[src/rtl/fifo_frame_writer.sv]
// Producer-side test-pattern engine for the async FIFO write port (wr_clk domain).
// Emits one IMG_W x IMG_H frame per accepted start, honouring fifo_full back-pressure.
module fifo_frame_writer #(
    parameter int DATA_WIDTH = 8,
    parameter int IMG_W      = 32,
    parameter int IMG_H      = 32,
    parameter int COL_BITS   = 5,
    parameter int ROW_BITS   = 5
) (
    input  logic                  wr_clk,
    input  logic                  wr_rst_n,
    input  logic                  start,
    input  logic [1:0]            pattern_sel,
    input  logic [DATA_WIDTH-1:0] seed,
    input  logic                  fifo_full,
    output logic                  fifo_wr_en,
    output logic [DATA_WIDTH-1:0] fifo_wr_data,
    output logic                  busy,
    output logic                  frame_done,
    output logic [15:0]           stall_cnt,
    output logic [15:0]           frame_cnt
);

    typedef enum logic [1:0] {
        IDLE = 2'd0,
        RUN  = 2'd1,
        DONE = 2'd2
    } state_t;

    localparam logic [COL_BITS-1:0] COL_MAX = COL_BITS'(IMG_W - 1);
    localparam logic [ROW_BITS-1:0] ROW_MAX = ROW_BITS'(IMG_H - 1);

    state_t                       state;
    state_t                       state_nxt;
    logic [COL_BITS-1:0]          col;
    logic [ROW_BITS-1:0]          row;
    logic [COL_BITS+ROW_BITS-1:0] pix_idx;
    logic [1:0]                   sel_q;
    logic [DATA_WIDTH-1:0]        seed_q;
    logic [DATA_WIDTH-1:0]        pattern_pix;
    logic                         start_ok;
    logic                         accept;
    logic                         last_col;
    logic                         last_pix;

    assign start_ok = (state == IDLE) && start;
    assign accept   = (state == RUN) && !fifo_full;
    assign last_col = (col == COL_MAX);
    assign last_pix = last_col && (row == ROW_MAX);

    // NOTE: sequential state uses non-blocking assignments so every register
    // samples pre-edge values, independent of block ordering.
    always_ff @(posedge wr_clk or negedge wr_rst_n) begin
        if (!wr_rst_n) begin
            state <= IDLE;
        end else begin
            state <= state_nxt;
        end
    end

    // NOTE: default assignment first keeps this combinational and latch-free.
    always_comb begin
        state_nxt = state;
        case (state)
            IDLE:    if (start) state_nxt = RUN;
            RUN:     if (accept && last_pix) state_nxt = DONE;
            DONE:    state_nxt = IDLE;
            default: state_nxt = IDLE;
        endcase
    end

    always_comb begin
        fifo_wr_en   = accept;
        busy         = (state != IDLE);
        frame_done   = (state == DONE);
        fifo_wr_data = (state == RUN) ? pattern_pix : '0;
    end

    // Pixel value depends only on registered state, so it holds across stalls.
    always_comb begin
        pattern_pix = seed_q;
        case (sel_q)
            2'd0:    pattern_pix = seed_q + DATA_WIDTH'(pix_idx);
            2'd1:    pattern_pix = DATA_WIDTH'(col) ^ DATA_WIDTH'(row);
            2'd2:    pattern_pix = seed_q;
            default: pattern_pix = (col[0] ^ row[0]) ? ~seed_q : seed_q;
        endcase
    end

    always_ff @(posedge wr_clk or negedge wr_rst_n) begin
        if (!wr_rst_n) begin
            col     <= '0;
            row     <= '0;
            pix_idx <= '0;
            sel_q   <= '0;
            seed_q  <= '0;
        end else if (start_ok) begin
            col     <= '0;
            row     <= '0;
            pix_idx <= '0;
            sel_q   <= pattern_sel;
            seed_q  <= seed;
        end else if (accept) begin
            pix_idx <= pix_idx + 1'b1;
            if (last_col) begin
                col <= '0;
                row <= last_pix ? '0 : row + 1'b1;
            end else begin
                col <= col + 1'b1;
            end
        end
    end

    always_ff @(posedge wr_clk or negedge wr_rst_n) begin
        if (!wr_rst_n) begin
            stall_cnt <= '0;
            frame_cnt <= '0;
        end else begin
            if (start_ok) begin
                stall_cnt <= '0;
            end else if ((state == RUN) && fifo_full && (stall_cnt != 16'hFFFF)) begin
                stall_cnt <= stall_cnt + 16'd1;
            end
            if (state == DONE) begin
                frame_cnt <= frame_cnt + 16'd1;
            end
        end
    end

endmodule

[config.mk]
export PLATFORM = sky130hd
export DESIGN_NAME = fifo_frame_writer
export DESIGN_NICKNAME = d
export VERILOG_FILES = /design/src/rtl/fifo_frame_writer.sv
export SDC_FILE = /design/constraint.sdc
export NUM_CORES = 1
export LEC_CHECK = 0
export CORE_UTILIZATION = 25
export CTS_BUF_LIST = sky130_fd_sc_hd__clkbuf_16
export DETAILED_ROUTE_END_ITERATION = 16
export HOLD_SLACK_MARGIN = 0.08
export REMOVE_ABC_BUFFERS = 1
export SETUP_SLACK_MARGIN = 0.5
export SLEW_MARGIN = 15
export SYNTH_ARGS = -nofsm -noshare
export SYNTH_HDL_FRONTEND = slang
export SYNTH_SLANG_ARGS = --single-unit
[constraint.sdc]
create_clock -name wr_clk -period 2.05 [get_ports wr_clk]
set_input_delay 0.3075 -clock wr_clk [delete_from_list [all_inputs] [get_ports wr_clk]]
set_output_delay 0.3075 -clock wr_clk [all_outputs]
set_load 0.005 [all_outputs]
# ---- After elaboration in Yosys (flattened, before gate mapping)
# Index checks and enable logic that the tools add are counted.
dict set report word_totals {
  latchBits 0
  mem_count 0
  output_inout_bits 43
  wordCells 58
  ram_bits 0
  rom_bits 0
  ff_bits 64
}
dict set report classes {
  mux 17
  reduce_logical 15
  n_bitwise 3
  eq_ne 9
  shifts 0
  div_mod_pow 0
  order_cmp 0
  addsub 6
  mul 0
}
# cell n
set ops {}
lappend ops {{$mux W5} 7}
lappend ops {{$add A16 B1 Y16 const B} 2}
lappend ops {{$mux W16} 2}
lappend ops {{$pmux W8 S3} 1}
lappend ops {{$mux W10} 2}
lappend ops {{$mux W8} 2}
lappend ops {{$ne A16 B16 Y1 const B} 1}
lappend ops {{$add A10 B1 Y10 const B} 1}
lappend ops {{$add A5 B1 Y5 const B} 2}
lappend ops {{$eq A5 B5 Y1 const B} 2}
lappend ops {{$add A8 B8 Y8} 1}
lappend ops {{$not A8 Y8} 1}
lappend ops {{$reduce_bool A2 Y1} 4}
lappend ops {{$logic_and A1 B1 Y1} 6}
lappend ops {{$xor A5 B5 Y5} 1}
lappend ops {{$eq A2 B1 Y1 const B} 2}
lappend ops {{$eq A2 B2 Y1 const B} 2}
lappend ops {{$logic_not A2 Y1} 2}
lappend ops {{$mux W2} 2}
lappend ops {{$ne A2 B2 Y1 const B} 2}
lappend ops {{$pmux W2 S2} 1}
lappend ops {{$reduce_and A2 Y1} 2}
lappend ops {{$logic_not A1 Y1} 1}
lappend ops {{$xor A1 B1 Y1} 1}

# ---- Depth between registers and ports, before layout
# Gate-level depths: netlist of run 1.
dict set report logic_depth {
  depth_word 6
  ltp_mapped 8
  depth_no_buf 7
}

# ---- Worst setup path after synthesis of run 1
# No wires, ideal clock.
dict set report synth_timing {
  path_type {reg-to-output}
  from {register pix_idx[0]}
  to {output fifo_wr_data[6]}
  path_slack_ps -117
  path_stages_with_launch 7
  arrival_ps 1859
  path_buffers 0
  cell_sequence {dfrtp_1 -> ha_1 -> fa_1 -> a211o_1 -> a211oi_1 -> nor2_1 -> o221ai_1}
}
dict set report synth_between {
  elab_chain_len 3
}
# element line
set synth_lines {}
lappend synth_lines {{from (decl)} 37} ;# logic [COL_BITS+ROW_BITS-1:0] pix_idx;
lappend synth_lines {{from (signal assigned)} 104} ;# pix_idx <= pix_idx + 1'b1;
lappend synth_lines {{$add A8 B8 Y8} 83} ;# 2'd0: pattern_pix = seed_q + DATA_WIDTH'(pix_idx);
lappend synth_lines {{$pmux W8 S3} 82} ;# case (sel_q)
lappend synth_lines {{$mux W8} 76} ;# fifo_wr_data = (state == RUN) ? pattern_pix : '0;
lappend synth_lines {{to (decl)} 17} ;# output logic [DATA_WIDTH-1:0] fifo_wr_data,
# No other way between the ends.

# ---- Worst setup path in the final report of run 1
dict set report layout_timing {
  from {register seed_q[0]}
  to {output fifo_wr_data[6]}
}
dict set report layout_between {
  elab_chain_len 3
}
# element line
set layout_lines {}
lappend layout_lines {{from (decl)} 39} ;# logic [DATA_WIDTH-1:0] seed_q;
lappend layout_lines {{from (signal assigned)} 96} ;# seed_q <= '0;
lappend layout_lines {{from (signal assigned)} 102} ;# seed_q <= seed;
lappend layout_lines {{$add A8 B8 Y8} 83}
lappend layout_lines {{$pmux W8 S3} 82}
lappend layout_lines {{$mux W8} 76}
# No other way between the ends.

==> summary.md, run 1 <==
| Metric | Value |
|---|---|
| Grt ovf | `0` |
| Part of the power in combinational logic | `0.399` |
| Setup ws final | `-441 ps` |
| Initial DRC count | `99` |
| Slew Viols, Final | `0` |
| Synthesis Warnings | `0` |
| Violated checks | `negative setup slack` |
| Primary FF master, synth | `dfrtp_1` |
| Vias/cell | `4.97` |
| CTS root buf | `clkbuf_16` |
| Post-synthesis sequential area ratio | `0.426` |
| Dpl cells | `655` |
| Share of cells above drive strength 1 | `0.435` |
| Switching power | `1.98 mW` |
| Syn_area_per_cell | `9.53 µm²` |
| Top cell type's share of synthesized area | `0.426` |
| CTS sink cnt | `62` |
| Row count | `43` |
| Final std cells w/o fill | `727` |
| Async S/R FF share, synth | `1.00` |
| CTS Buf Count | `9` |
| PD cells | `968 nW/µm²` |
| Outcome | `complete, but fails checks` |
| Final instance area | `6190 µm²` |
| Residual DRC | `0` |
| Unique masters post-synth | `62` |
| RSZ-0062 raised after global routing | `yes` |
| Critical Path Fanout Max | `2` |
| Ranking of synthesized cells by area | `dfrtp_1 (43%), nand2_1 (6.5%), xnor2_1 (5.1%), ha_1 (4.8%), xor2_1 (3.6%)` |
| Syn-to-layout area delta | `70.0%` |
| Final ANT Viol Nets | `0` |
| Final HPWL DP | `7.12 mm` |
| Fin crit period | `2490 ps` |
| Clock Tree Buf Depth | `2` |
| Crit Path Category | `reg -> out` |
| Nets | `571` |
| Worst skew pair latency | `340 ps` |
| # diodes | `0` |
| Crit. End Element | `output port` |
| Post-Route Utilization | `0.441` |
| Max Fclk | `401 MHz` |
| Largest net degree at the start of global routing | `63` |
| Setup violations, final | `7` |
| Net Sw Frac | `0.330` |
| CTS tree | `yes` |
| Max-Slew Margin vs Limit | `0.633` |
| Wire per inst | `15.9 µm` |
| Max-cap violations | `0` |
| CTS HTree Levels | `3` |
| Worst EP required | `1740 ps` |
| Clock Skew | `6.58 ps` |
| Tightest Pin Transition | `548 ps` |
| Placer congestion estimate | `0.817` |
| # IOs | `57` |
| Lkg Pwr | `2.98 nW` |
| Max incr delay on CP | `390 ps` |
| Worst VDD drop | `0.000371 V` |
| Most numerous cell in the Yosys netlist | `nand2_1` |
| Power share of the sequential group | `0.281` |
| Flops & latches, synth | `62` |
| Final WL | `11.5 mm` |
| Total track usage | `0.156` |
| Initial antenna violation count | `0` |
| Gate Count Post-Synth | `382` |
| IO Port Bufs | `56` |
| Final worst-path cycle share | `1.22` |
| Slowest cell on crit path | `dfrtp_1` |
| CTS clk-pin slew, worst paths | `60 ps` |
| Overall power | `5.99 mW` |
| Post-Synthesis Cell Area | `3640 µm²` |
| Internal power | `4.01 mW` |
| DRT Pass-1 Iters | `4` |
| Post-synth top area cell | `dfrtp_1` |
| Critical Path Start Type | `flip-flop` |
| Hold Path Class | `reg -> reg` |
| Die height | `123 µm` |
| Vias in the first global route | `3717` |
| Placed inst area | `4760 µm²` |
| Die footprint | `15000 µm²` |
| DR vias | `3616` |
| Clock Power Share | `0.320` |
| Initial Util | `0.259` |
| Final Hold Fails | `0` |
| Pre-CTS WS | `-671 ps` |
| First-pass GRT wire length | `18.2 mm` |
| Critical Path AT | `2180 ps` |
| Crit path cell chain | `ha_2 -> fa_2 -> a211o_1 -> a211oi_2 -> or4_1 -> o221ai_1 -> buf_2` |
| DIE WIDTH | `123 µm` |
| Post-synth EDFFs | `0` |
| Synth top cells by count | `nand2_1 (63), dfrtp_1 (62), a21oi_1 (23)` |
| Placeable core area | `14000 µm²` |
## worst max-delay path: cells and delay by family, from the launching register on
kind,cells,cell delay (ps)
buffers and inverters,1,140
adder cells (fa/ha/maj),2,590
flip-flops,1,390
AND/OR/NAND/NOR,1,140
AO/OA/AOI/OAI,3,610
## state kept, by name, summed over array words and instances (netlist names)
register / cells
frame_cnt: 16
stall_cnt: 16
pix_idx: 8
seed_q: 8
col: 5
row: 5
sel_q: 2
state: 2
## per-stage QoR
stage	hold WS, ps	setup TNS, ps
5_1_grt	518	-2470
3_5_place_dp	351	-3140
3_3_place_gp	347	-2650
4_1_cts	483	-2030
2_1_floorplan	11.9	-117
6_report	485	-1810
## cells by family (layout without fill, tap and decap cells)
logic type	count (synthesis)	count (layout)	share of synthesized area
compound gates	70	70	0.135
xor+xnor	36	36	0.0866
fa+ha+maj	15	15	0.0536
buf+inv	22	187	0.0268
flops	62	62	0.426
mux	9	9	0.0251
simple gates	168	168	0.247
## cells in the final DEF, fill, tap and decap left out, types with 5 or more instances in the layout
master and n:
dlymetal6s2s_1 7, ha_4 6, buf_4 82, or4_4 5
mux2i_1 8, a21o_1 5, a21oi_1 9, clkbuf_16 9
and3_1 7, ha_1 7, nand4_1 11, xnor2_1 19
inv_1 7, dlygate4sd2_1 17, buf_6 20, buf_2 11
dfrtp_1 52, nand3_1 10, nand2_1 55, a21oi_2 14
clkdlybuf4s50_1 20, nor2_1 15, or3_1 5, xor2_1 15
dfrtp_2 10
## area by class of cell
cell class | instances | area, µm²
clock buffer | 9 | 225
clock inverter | 7 | 145
fill | 1303 | 7860
inverter | 8 | 30.0
multi-input combinational | 298 | 2570
sequential | 62 | 1560
tap | 180 | 225
timing repair buffer | 163 | 1430
## path summary, 6_finish.rpt
| kind | cells past startpoint | startpoint | end | slack (ps) |
|---|---|---|---|---|
| min reg2reg | 1 | stall_cnt[6]$_DFFE_PN0P_ | stall_cnt[6]$_DFFE_PN0P_ | 490 |
| max reg2reg | 8 | col[0]$_DFFE_PN0P_ | row[3]$_DFFE_PN0P_ | 200 |
| max in group asynchronous | 3 | wr_rst_n | sel_q[0]$_DFFE_PN0P_ | 1220 |
| max | 7 | seed_q[0]$_DFFE_PN0P_ | fifo_wr_data[6] | -440 |
| min | 1 | stall_cnt[6]$_DFFE_PN0P_ | stall_cnt[6]$_DFFE_PN0P_ | 490 |
| min in group asynchronous | 3 | wr_rst_n | stall_cnt[0]$_DFFE_PN0P_ | 520 |
## layer usage
metal | up-vias | global-route usage | part of all wire
met1 | 1793 | 0.192 | 0.44
met4 | 0 | 0.0564 | 0.022
li1 | 1716 | - | -
met5 | - | 0 | 0
met3 | 26 | 0.0349 | 0.041
met2 | 81 | 0.267 | 0.49
## power by group through the flow
stage               registers (mW)  logic [mW]  clock network, mW
floorplan                     1.68       0.921                  0
global placement              1.66        1.89                  0
detailed placement            1.67        1.95                  0
CTS                           1.66        2.21               1.94
global route                  1.71        2.61               2.00
finish                        1.68        2.39               1.92
## timing repair
action / 4_1_cts / 5_1_grt
hold endpoints to repair: 62 / 0
setup buffers: 45 / 10
pin swaps: 50 / 20
resized for setup: 155 / 61
setup endpoints to repair: 71 / 69
hold buffers: 1 / 0
Note: power is estimated with default switching activity, not from simulation.
==> run 2: changes to the inputs <==
--- a/config.mk
+++ b/config.mk
@@ -6,7 +6,7 @@
 export NUM_CORES = 1
 export LEC_CHECK = 0
 export CORE_UTILIZATION = 25
-export CTS_BUF_LIST = sky130_fd_sc_hd__clkbuf_16
+export CTS_BUF_LIST = sky130_fd_sc_hd__clkbuf_8
 export DETAILED_ROUTE_END_ITERATION = 16
 export HOLD_SLACK_MARGIN = 0.08
 export REMOVE_ABC_BUFFERS = 1
==> run 2 against run 1 <==
The flow still finishes with violations (negative setup slack). Maximum frequency is 0.80% lower. Non-clock buffer count is 17 higher. First-iteration DRC count is 22% higher. Critical path type unchanged. Critical endpoint unchanged. Largest cell class unchanged. Highest routed layer unchanged.
==> summary.md, run 2 (same netlist as run 1, synthesis figures left out) <==
| Metric | Value |
|---|---|
| Max-Slew Margin vs Limit | `0.687 (was 0.633)` |
| CTS root buf | `clkbuf_8 (was clkbuf_16)` |
| Placeable core area | `14000 µm² (unchanged)` |
| Final instance area | `6320 µm² (was 6190 µm²)` |
| Multi-input logic area | `2640 µm² (was 2570 µm²)` |
| Grt met2 use | `0.264 (was 0.267)` |
| Busiest grt layer | `met2 (unchanged)` |
| DRT Pass-1 Iters | `4 (unchanged)` |
| Die height | `123 µm (unchanged)` |
| Initial DRC count | `121 (was 99)` |
| DIE WIDTH | `123 µm (unchanged)` |
| Final worst-path cycle share | `1.22 (about the same)` |
| Vias in the first global route | `3810 (was 3717)` |
| Critical Path Fanout Max | `2 (unchanged)` |
| Final Hold Fails | `0 (unchanged)` |
| Final WL | `11.6 mm (was 11.5 mm)` |
| Internal power | `3.70 mW (was 4.01 mW)` |
| Commonest non-fill, non-tap cells in the layout | `buf_4 (89), nand2_1 (53), dfrtp_1 (52) (was buf_4 (82), nand2_1 (55), dfrtp_1 (52))` |
| Largest net degree at the start of global routing | `63 (unchanged)` |
| Pre-CTS WS | `-671 ps (unchanged)` |
| Clock Skew | `8.99 ps (was 6.58 ps)` |
| Top flop regs | `frame_cnt x16, stall_cnt x16 (unchanged)` |
| CTS HTree Levels | `3 (unchanged)` |
| Met3 Track Usage GR | `0.0400 (was 0.0349)` |
| Fin crit period | `2510 ps (was 2490 ps)` |
| Placer congestion estimate | `0.817 (unchanged)` |
| Nets | `588 (was 571)` |
| Critical Path AT | `2200 ps (was 2180 ps)` |
| Critical Path Start Type | `flip-flop (unchanged)` |
| Part of the power in combinational logic | `0.435 (was 0.399)` |
| Clock Tree Buf Depth | `2 (unchanged)` |
| Commonest non-fill, non-tap cell in the layout | `buf_4 (unchanged)` |
| Syn-to-layout area delta | `73.7% (was 70.0%)` |
| Max Fclk | `398 MHz (was 401 MHz)` |
| Register Area | `1560 µm² (unchanged)` |
| CTS sink cnt | `62 (unchanged)` |
| Switching power | `1.93 mW (was 1.98 mW)` |
| Initial Util | `0.259 (unchanged)` |
| Power share of the sequential group | `0.301 (was 0.281)` |
| CTS Buf Count | `9 (unchanged)` |
| Initial antenna violation count | `0 (unchanged)` |
| Total track usage | `0.157 (was 0.156)` |
| PD cells | `890 nW/µm² (was 968 nW/µm²)` |
| IO Port Bufs | `56 (unchanged)` |
| Row count | `43 (unchanged)` |
| Share of cells above drive strength 1 | `0.466 (was 0.435)` |
| Hold Path Class | `in -> reg (was reg -> reg)` |
| Final HPWL DP | `7.12 mm (unchanged)` |
| CTS tree | `yes (unchanged)` |
| Violated checks | `negative setup slack (unchanged)` |
| Die footprint | `15000 µm² (unchanged)` |
| Net Sw Frac | `0.343 (was 0.330)` |
| Worst skew pair latency | `350 ps (was 340 ps)` |
| Crit. End Element | `output port (unchanged)` |
| Lkg Pwr | `3.12 nW (was 2.98 nW)` |
| Crit Path Category | `reg -> out (unchanged)` |
| Setup ws final | `-461 ps (was -441 ps)` |
| Clock Power Share | `0.263 (was 0.320)` |
| Outcome | `complete, but fails checks (unchanged)` |
| RSZ-0062 raised after global routing | `yes (unchanged)` |
| Layout filler cell count | `1280 (was 1303)` |
| Wire per inst | `15.6 µm (was 15.9 µm)` |
| Placed inst area | `4760 µm² (unchanged)` |
| Post-Route Utilization | `0.450 (was 0.441)` |
| Final ANT Viol Nets | `0 (unchanged)` |
| Slew Viols, Final | `0 (unchanged)` |
| Grt ovf | `0 (unchanged)` |
| Tightest Pin Transition | `466 ps (was 548 ps)` |
| DR vias | `3680 (was 3616)` |
| Setup violations, final | `7 (unchanged)` |
| Vias/cell | `4.95 (was 4.97)` |
| Worst EP required | `1740 ps (about the same)` |
| CTS clk-pin slew, worst paths | `70 ps (was 60 ps)` |
| Worst VDD drop | `0.000303 V (was 0.000371 V)` |
| # diodes | `0 (unchanged)` |
| Global Route met1 Usage | `0.191 (was 0.192)` |
| Residual DRC | `0 (unchanged)` |
| # IOs | `57 (unchanged)` |
| First-pass GRT wire length | `18.4 mm (was 18.2 mm)` |
| Max-cap violations | `0 (unchanged)` |
run 2: worst paths after layout:
check	endpoint	start	depth (start not counted)	slack, ps
max	fifo_wr_data[6]	seed_q[0]$_DFFE_PN0P_	7	-460
min reg2reg	frame_cnt[10]$_DFFE_PN0P_	frame_cnt[10]$_DFFE_PN0P_	1	500
min in group asynchronous	stall_cnt[1]$_DFFE_PN0P_	wr_rst_n	3	500
min	seed_q[7]$_DFFE_PN0P_	seed[7]	3	490
max in group asynchronous	sel_q[0]$_DFFE_PN0P_	wr_rst_n	3	1250
max reg2reg	col[2]$_DFFE_PN0P_	state[1]$_DFFE_PN0P_	8	200
run 2: per-layer routing:
metal / vias up / routed length, µm
met3: 24 / 489
met5: - / 0
li1: 1748 / -
met2: 73 / 5850
met1: 1835 / 5060
met4: 0 / 225
run 2: final cells by class:
type / instances / share of cell area
Inverter: 8 / 0.00475
Timing Repair Buffer: 180 / 0.253
Sequential cell: 62 / 0.247
Clock inverter: 7 / 0.0230
Tap cell: 180 / 0.0356
Clock buffer: 9 / 0.0196
Multi-Input combinational cell: 298 / 0.417
run 2: through the flow:
step,power (mW),setup TNS (ps),std cells,hold WS [ps]
2_1_floorplan,2.60,-117,368,11.9
3_3_place_gp,3.55,-2650,655,347
3_5_place_dp,3.62,-3140,655,351
4_1_cts,5.41,-2610,728,475
5_1_grt,5.98,-2960,744,483
6_report,5.63,-2240,744,488
run 2: critical path, cell delays in order (launching register included):
cell and delay (ps):
dfrtp_1 390, ha_2 210, fa_2 370, a211o_1 300
a211oi_2 230, or4_1 140, o221ai_1 90, buf_2 140
run 2: what timing repair did:
action,4_1_cts,5_1_grt
hold buffers,1,0
resized for setup,168,81
buffers inserted,56,16
pin swaps,62,37
endpoints found under the setup margin,75,78
endpoints found under the hold margin,62,0
run 2: power by group through the flow:
stage	registers, mW	clock network (mW)	logic, mW
floorplan	1.68	0	0.921
global placement	1.66	0	1.89
detailed placement	1.67	0	1.95
CTS	1.66	1.51	2.25
global route	1.73	1.57	2.68
finish	1.69	1.48	2.45
